File: src/rtl/legv8_multicycle_control_if.sv
`default_nettype none
// ============================================================================
//  Module   : legv8_multicycle_control_if
//  Brief    : Opcode in, datapath controls and status out, for the LEGv8
//             multi-cycle controller.
//  Revision : 1.0
// ============================================================================
interface legv8_multicycle_control_if #(
    parameter int CNT_W = 32
);
    logic [10:0]      opcode;
    logic             pc_write;
    logic             pc_write_cond;
    logic [1:0]       pc_source;
    logic             ir_write;
    logic             i_or_d;
    logic             mem_read;
    logic             mem_write;
    logic             mem_to_reg;
    logic             reg_write;
    logic             reg2loc;
    logic             alu_src_a;
    logic [1:0]       alu_src_b;
    logic [1:0]       alu_op;
    logic [2:0]       state;
    logic             illegal;
    logic             instr_done;
    logic [CNT_W-1:0] instr_count;

    modport master (
        input  opcode,
        output pc_write, pc_write_cond, pc_source, ir_write, i_or_d, mem_read,
               mem_write, mem_to_reg, reg_write, reg2loc, alu_src_a, alu_src_b,
               alu_op, state, illegal, instr_done, instr_count
    );

    modport slave (
        output opcode,
        input  pc_write, pc_write_cond, pc_source, ir_write, i_or_d, mem_read,
               mem_write, mem_to_reg, reg_write, reg2loc, alu_src_a, alu_src_b,
               alu_op, state, illegal, instr_done, instr_count
    );
endinterface
`default_nettype wire

File: src/rtl/legv8_multicycle_control.sv
`default_nettype none
// ============================================================================
//  Module   : legv8_multicycle_control
//  Brief    : Moore FSM sequencing LEGv8 instructions through
//             FETCH/DECODE/EXEC/MEM/WB with configurable memory wait.
//  Revision : 1.0
// ============================================================================
module legv8_multicycle_control #(
    parameter int MEM_WAIT     = 0,
    parameter int SUPPORT_B    = 1,
    parameter int ILLEGAL_HALT = 1,
    parameter int CNT_W        = 32
) (
    input  logic                              clk,
    input  logic                              rst,
    legv8_multicycle_control_if.master        bus
);
    localparam int c_wait_w = (MEM_WAIT > 0) ? $clog2(MEM_WAIT + 1) : 1;
    localparam logic [c_wait_w-1:0] c_wait_last = c_wait_w'(MEM_WAIT);

    localparam logic [2:0] c_st_fetch  = 3'd0;
    localparam logic [2:0] c_st_decode = 3'd1;
    localparam logic [2:0] c_st_exec   = 3'd2;
    localparam logic [2:0] c_st_mem    = 3'd3;
    localparam logic [2:0] c_st_wb     = 3'd4;
    localparam logic [2:0] c_st_halt   = 3'd7;

    localparam logic [2:0] c_cl_none  = 3'd0;
    localparam logic [2:0] c_cl_rtype = 3'd1;
    localparam logic [2:0] c_cl_ldur  = 3'd2;
    localparam logic [2:0] c_cl_stur  = 3'd3;
    localparam logic [2:0] c_cl_cbz   = 3'd4;
    localparam logic [2:0] c_cl_b     = 3'd5;
    localparam logic [2:0] c_cl_ill   = 3'd6;

    logic [2:0]          r_state;
    logic [2:0]          r_class;
    logic [c_wait_w-1:0] r_wait;
    logic                r_illegal;
    logic [CNT_W-1:0]    r_count;

    logic [2:0] w_next;
    logic [2:0] w_dec_class;
    logic       w_last;
    logic       w_pc_write, w_pc_write_cond, w_ir_write, w_i_or_d, w_mem_read;
    logic       w_mem_write, w_mem_to_reg, w_reg_write, w_reg2loc, w_alu_src_a;
    logic       w_done;
    logic [1:0] w_pc_source, w_alu_src_b, w_alu_op;

    assign w_last = (r_wait == c_wait_last);

    // Priority order matters: LDUR/STUR/CBZ must not be shadowed by broader matches.
    always_comb begin
        w_dec_class = c_cl_ill;
        if (bus.opcode[10] && bus.opcode[7:4] == 4'b0101 && bus.opcode[2:0] == 3'b000)
            w_dec_class = c_cl_rtype;
        else if (bus.opcode == 11'b11111000010)
            w_dec_class = c_cl_ldur;
        else if (bus.opcode == 11'b11111000000)
            w_dec_class = c_cl_stur;
        else if (bus.opcode[10:3] == 8'b10110100)
            w_dec_class = c_cl_cbz;
        else if ((SUPPORT_B != 0) && bus.opcode[10:5] == 6'b000101)
            w_dec_class = c_cl_b;
    end

    always_comb begin
        w_next = r_state;
        case (r_state)
            c_st_fetch:  if (w_last) w_next = c_st_decode;
            c_st_decode: begin
                if (w_dec_class == c_cl_ill)
                    w_next = (ILLEGAL_HALT != 0) ? c_st_halt : c_st_fetch;
                else
                    w_next = c_st_exec;
            end
            c_st_exec: begin
                case (r_class)
                    c_cl_rtype:           w_next = c_st_wb;
                    c_cl_ldur, c_cl_stur: w_next = c_st_mem;
                    default:              w_next = c_st_fetch;
                endcase
            end
            c_st_mem:  if (w_last) w_next = (r_class == c_cl_ldur) ? c_st_wb : c_st_fetch;
            c_st_wb:   w_next = c_st_fetch;
            c_st_halt: w_next = c_st_halt;
            default:   w_next = c_st_fetch;
        endcase
    end

    always_ff @(posedge clk) begin
        if (rst) begin
            r_state   <= c_st_fetch;
            r_wait    <= '0;
            r_class   <= c_cl_none;
            r_illegal <= 1'b0;
            r_count   <= '0;
        end else begin
            r_state <= w_next;
            // Counter runs only within an access and is zero whenever one begins.
            if ((r_state == c_st_fetch || r_state == c_st_mem) && !w_last)
                r_wait <= r_wait + 1'b1;
            else
                r_wait <= '0;
            if (r_state == c_st_decode) begin
                r_class <= w_dec_class;
                if (w_dec_class == c_cl_ill)
                    r_illegal <= 1'b1;
            end
            if (w_done)
                r_count <= r_count + 1'b1;
        end
    end

    always_comb begin
        w_pc_write = 1'b0; w_pc_write_cond = 1'b0; w_pc_source = 2'b00;
        w_ir_write = 1'b0; w_i_or_d = 1'b0; w_mem_read = 1'b0;
        w_mem_write = 1'b0; w_mem_to_reg = 1'b0; w_reg_write = 1'b0;
        w_reg2loc = 1'b0; w_alu_src_a = 1'b0; w_alu_src_b = 2'b00;
        w_alu_op = 2'b00; w_done = 1'b0;
        case (r_state)
            c_st_fetch: begin
                w_mem_read  = 1'b1;
                w_alu_src_b = 2'b01;
                if (w_last) begin
                    w_ir_write = 1'b1;
                    w_pc_write = 1'b1;
                end
            end
            c_st_decode: w_alu_src_b = 2'b11;
            c_st_exec: begin
                case (r_class)
                    c_cl_rtype: begin
                        w_alu_src_a = 1'b1;
                        w_alu_op    = 2'b10;
                    end
                    c_cl_ldur, c_cl_stur: begin
                        w_reg2loc   = 1'b1;
                        w_alu_src_a = 1'b1;
                        w_alu_src_b = 2'b10;
                    end
                    c_cl_cbz: begin
                        w_reg2loc       = 1'b1;
                        w_alu_src_a     = 1'b1;
                        w_alu_op        = 2'b01;
                        w_pc_write_cond = 1'b1;
                        w_pc_source     = 2'b01;
                        w_done          = 1'b1;
                    end
                    c_cl_b: begin
                        w_pc_write  = 1'b1;
                        w_pc_source = 2'b01;
                        w_done      = 1'b1;
                    end
                    default: ;
                endcase
            end
            c_st_mem: begin
                w_i_or_d = 1'b1;
                if (r_class == c_cl_ldur)
                    w_mem_read = 1'b1;
                if (r_class == c_cl_stur && w_last) begin
                    w_mem_write = 1'b1;
                    w_done      = 1'b1;
                end
            end
            c_st_wb: begin
                w_reg_write  = 1'b1;
                w_mem_to_reg = (r_class == c_cl_ldur);
                w_done       = 1'b1;
            end
            default: ;
        endcase
        // Reset suppresses every strobe so an aborted instruction has no side effect.
        if (rst) begin
            w_pc_write = 1'b0; w_pc_write_cond = 1'b0; w_pc_source = 2'b00;
            w_ir_write = 1'b0; w_i_or_d = 1'b0; w_mem_read = 1'b0;
            w_mem_write = 1'b0; w_mem_to_reg = 1'b0; w_reg_write = 1'b0;
            w_reg2loc = 1'b0; w_alu_src_a = 1'b0; w_alu_src_b = 2'b00;
            w_alu_op = 2'b00; w_done = 1'b0;
        end
    end

    assign bus.pc_write      = w_pc_write;
    assign bus.pc_write_cond = w_pc_write_cond;
    assign bus.pc_source     = w_pc_source;
    assign bus.ir_write      = w_ir_write;
    assign bus.i_or_d        = w_i_or_d;
    assign bus.mem_read      = w_mem_read;
    assign bus.mem_write     = w_mem_write;
    assign bus.mem_to_reg    = w_mem_to_reg;
    assign bus.reg_write     = w_reg_write;
    assign bus.reg2loc       = w_reg2loc;
    assign bus.alu_src_a     = w_alu_src_a;
    assign bus.alu_src_b     = w_alu_src_b;
    assign bus.alu_op        = w_alu_op;
    assign bus.instr_done    = w_done;
    assign bus.state         = r_state;
    assign bus.illegal       = r_illegal;
    assign bus.instr_count   = r_count;
endmodule
`default_nettype wire
File: src/flat_wrapper.sv
// flat-port wrapper written by rule: the top's interface ports become plain ports
module legv8_multicycle_control_flat 
#(
    parameter int MEM_WAIT     = 0,
    parameter int SUPPORT_B    = 1,
    parameter int ILLEGAL_HALT = 1,
    parameter int CNT_W        = 32
)
  (clk, rst, bus_opcode, bus_pc_write, bus_pc_write_cond, bus_pc_source, bus_ir_write, bus_i_or_d, bus_mem_read, bus_mem_write, bus_mem_to_reg, bus_reg_write, bus_reg2loc, bus_alu_src_a, bus_alu_src_b, bus_alu_op, bus_state, bus_illegal, bus_instr_done, bus_instr_count);
  legv8_multicycle_control_if #(.CNT_W(CNT_W)) bus_i ();
  input  logic clk;
  input  logic rst;
  input wire logic [$bits(bus_i.opcode)-1:0] bus_opcode;
  output wire logic [$bits(bus_i.pc_write)-1:0] bus_pc_write;
  output wire logic [$bits(bus_i.pc_write_cond)-1:0] bus_pc_write_cond;
  output wire logic [$bits(bus_i.pc_source)-1:0] bus_pc_source;
  output wire logic [$bits(bus_i.ir_write)-1:0] bus_ir_write;
  output wire logic [$bits(bus_i.i_or_d)-1:0] bus_i_or_d;
  output wire logic [$bits(bus_i.mem_read)-1:0] bus_mem_read;
  output wire logic [$bits(bus_i.mem_write)-1:0] bus_mem_write;
  output wire logic [$bits(bus_i.mem_to_reg)-1:0] bus_mem_to_reg;
  output wire logic [$bits(bus_i.reg_write)-1:0] bus_reg_write;
  output wire logic [$bits(bus_i.reg2loc)-1:0] bus_reg2loc;
  output wire logic [$bits(bus_i.alu_src_a)-1:0] bus_alu_src_a;
  output wire logic [$bits(bus_i.alu_src_b)-1:0] bus_alu_src_b;
  output wire logic [$bits(bus_i.alu_op)-1:0] bus_alu_op;
  output wire logic [$bits(bus_i.state)-1:0] bus_state;
  output wire logic [$bits(bus_i.illegal)-1:0] bus_illegal;
  output wire logic [$bits(bus_i.instr_done)-1:0] bus_instr_done;
  output wire logic [$bits(bus_i.instr_count)-1:0] bus_instr_count;
  assign bus_i.opcode = bus_opcode;
  assign bus_pc_write = bus_i.pc_write;
  assign bus_pc_write_cond = bus_i.pc_write_cond;
  assign bus_pc_source = bus_i.pc_source;
  assign bus_ir_write = bus_i.ir_write;
  assign bus_i_or_d = bus_i.i_or_d;
  assign bus_mem_read = bus_i.mem_read;
  assign bus_mem_write = bus_i.mem_write;
  assign bus_mem_to_reg = bus_i.mem_to_reg;
  assign bus_reg_write = bus_i.reg_write;
  assign bus_reg2loc = bus_i.reg2loc;
  assign bus_alu_src_a = bus_i.alu_src_a;
  assign bus_alu_src_b = bus_i.alu_src_b;
  assign bus_alu_op = bus_i.alu_op;
  assign bus_state = bus_i.state;
  assign bus_illegal = bus_i.illegal;
  assign bus_instr_done = bus_i.instr_done;
  assign bus_instr_count = bus_i.instr_count;
  legv8_multicycle_control #(.MEM_WAIT(MEM_WAIT), .SUPPORT_B(SUPPORT_B), .ILLEGAL_HALT(ILLEGAL_HALT), .CNT_W(CNT_W)) u_core (.clk(clk), .rst(rst), .bus(bus_i));
endmodule
File: config.mk
export PLATFORM = sky130hd
export DESIGN_NAME = legv8_multicycle_control_flat
export DESIGN_NICKNAME = d
export VERILOG_FILES = /design/src/rtl/legv8_multicycle_control_if.sv /design/src/rtl/legv8_multicycle_control.sv /design/src/flat_wrapper.sv
export SDC_FILE = /design/constraint.sdc
export NUM_CORES = 1
export LEC_CHECK = 0
export ABC_AREA = 1
export CAP_MARGIN = 40
export CORE_MARGIN = 1
export CORE_UTILIZATION = 44
export CTS_BUF_LIST = sky130_fd_sc_hd__clkbuf_8
export DETAILED_ROUTE_END_ITERATION = 8
export GPL_ROUTABILITY_DRIVEN = 0
export PLACE_DENSITY = 0.71
export SLEW_MARGIN = 20
export SYNTH_ARGS = -nofsm -noshare
export SYNTH_HDL_FRONTEND = slang
export SYNTH_SLANG_ARGS = --single-unit
File: constraint.sdc
create_clock -name clk -period 1.7 [get_ports clk]
set_input_delay 0.34 -clock clk [delete_from_list [all_inputs] [get_ports clk]]
set_output_delay 0.34 -clock clk [all_outputs]
set_load 0.02 [all_outputs]
==> impl_metrics.ini <==
[clocking]
cts_buffers = 5
clkTransAtPathRegs_ps = 80
clockBufferDepth = 2
clk_latency_ps = 300
postCtsHoldBufs = 0
htreeDepth = 2
clockRootBuffer = clkbuf_8
cts_tree = done
cts.sinks = 40

[floorplan]
coreArea_sq_um = 5608
dieHeight_microns = 79.17
ios = 66
start_util = 0.4672
design.die.area_sq_um = 6267
die_x_microns = 79.17
row_count = 27

[job]
cap_violations = 0

[cells_and_area]
num_antenna_cells = 0
layout_commonest_cell = nand2_1
nets = 564
drive_above_1_share = 0.1742
mostFrequentLayoutCells = 165 x nand2_1, 78 x nor2_1, 39 x buf_4
fillers = 552
synthToLayoutAreaGrowth_pct = 43.31

[timing]
finClkSkew_ps = 11.63
worst_slack_ps = -65.60
rsz0062_at_grt = true
period_share = 1.039
post-route-min-period_ps = 1766
hold_viol = 0
setup_viol = 6
timing.fmax_mhz = 566.4
drv_slew = 0

[power]
total_power_uw = 3131
power_per_cell_area_nw_per_um2 = 834.0
ir_worst_vdd_uv = 647.2
leakagePower_uw = 0.001766

[setup_path]
required_ps = 1360
crit_arrival_ps = 1430
crit_fanout = 5
crit_path_end_kind = output port
rr_worst_depth = 10
startpoint_type = flop
critical_path_class = reg -> out

[detailed_routing]
vias_per_cell = 4.963
drc_errors = 0
ant_nets = 0
dr.pass1.iters = 5
dr_total_vias = 3092
wl_microns = 7512
first_iter_violations = 200
wire_per_inst_microns = 12.06

[worst_hold_path]
hold_depth = 2
hold_class = reg -> reg

[yosys]
ys_types = 31
ys_ff_latch = 40
yosysSeqAreaShare = 0.3056
syn_inst = 453
yosysWarnings = 0
syn_area_per_cell_sq_um = 5.784
netlist_area_sq_um = 2620

[global_route]
antenna_found_initial = 0
track_usage = 0.2513
grt_pass1_vias = 2697
grt_max_degree = 29
grt_pass1_wl_microns = 12400
grt-ovfl-total = 0

[placed_design]
dp_hpwl_microns = 5771
io_buffers = 64
place_ws_ps = -596.1

[status]
status = finished with violations
violations = negative setup slack
[kinds of logic after synthesis]
kind of cell               share of synthesized area
xor gates and xnor gates                     0.04346
buffers and inverters                        0.08643
other                                       0.001431
AOI/OAI and AO/OA                            0.09169
adders and majority gates                   0.004775
and+or+nand+nor                               0.4666
DFF                                           0.3056
[area by class of cell]
type | count | area (sq um) | area share
multi-input combinational | 362 | 1688 | 0.4495
timing repair buffer | 101 | 904.6 | 0.2409
clock inverter | 3 | 38.79 | 0.01033
tap | 72 | 90.09 | 0.02399
inverter | 40 | 152.6 | 0.04065
clock buffer | 5 | 68.82 | 0.01833
sequential | 40 | 812.0 | 0.2163
[synth_stat cells]
master / count / area share
nand2_2: 2 / 0.0048
conb_1: 1 / 0.0014
ha_1: 1 / 0.0048
o21ai_0: 4 / 0.0076
and2_1: 1 / 0.0024
dfxtp_1: 40 / 0.31
nand4_1: 6 / 0.014
nor2_2: 3 / 0.0072
o21a_1: 1 / 0.0029
nor3_1: 9 / 0.017
nand3b_1: 1 / 0.0029
a21boi_0: 1 / 0.0029
inv_1: 40 / 0.057
buf_2: 4 / 0.0076
a21oi_2: 4 / 0.013
buf_1: 1 / 0.0014
nand2_1: 168 / 0.24
xor2_1: 10 / 0.033
xnor2_1: 3 / 0.010
nor4_1: 1 / 0.0024
nor3b_1: 1 / 0.0029
clkbuf_1: 3 / 0.0043
nor2_1: 85 / 0.12
o21ai_1: 2 / 0.0038
o21bai_1: 1 / 0.0029
or2_2: 1 / 0.0024
nand3_1: 25 / 0.048
a21oi_1: 28 / 0.053
buf_4: 1 / 0.0029
buf_6: 3 / 0.013
a31oi_1: 2 / 0.0048
[metal layers]
layer	up-vias	share of wire	GRT usage
li1	1604	-	-
met1	1371	0.49	0.3502
met2	107	0.44	0.3862
met3	10	0.065	0.05862
met4	0	0.014	0.06545
met5	-	0	0
[through the flow]
| stage | hold WS, ps | area [sq um] | setup TNS (ps) | cells | util |
|---|---|---|---|---|---|
| after global routing | 484.5 | 3755 | -936.7 | 623 | 0.6696 |
| after detailed placement | 443.6 | 3577 | -13980 | 613 | 0.6379 |
| after global placement | 435.9 | 3577 | -12930 | 613 | 0.6379 |
| after floorplan | 472.1 | 2635 | 0 | 454 | - |
| after CTS | 455.1 | 3650 | -90.33 | 621 | 0.6508 |
| final | 455.7 | 3755 | -227.1 | 623 | 0.6696 |
[state kept, by name, indices dropped and copies added, names as in the netlist]
name	flops
u_core.r_class	3
u_core.bus.illegal	1
u_core.bus.state	3
u_core.bus.instr_count	32
u_core.r_wait	1
[timing repair]
item / in CTS / in global routing
buffers inserted: 0 / 2
endpoints found under the setup margin: 39 / 40
pin swaps: 2 / 4
gates resized for setup: 115 / 29
endpoints found under the hold margin: 0 / 0
[worst paths after layout]
check	startpoint	endpoint	slack [ps]
min	u_core.bus.illegal	u_core.bus.illegal	460
min reg2reg	u_core.bus.illegal	u_core.bus.illegal	460
max	u_core.bus.state[2]	bus_pc_write	-70
max reg2reg	u_core.bus.state[2]	u_core.bus.instr_count[21]	110
[worst max-delay path, stage by stage (launching register included)]
cell and delay [ps]:
dfxtp_4 380, nor2_4 210, nand2_2 110, nor3_2 140
o21bai_1 130, buf_4 160
[power by group]
part	internal, uW	switching (uW)	total, uW	leakage, uW
combinational	549	697	1250	0.00138
clock	430	344	774	0.0000593
sequential	1030	82.1	1110	0.000326
(Power assumes the default switching activity.)
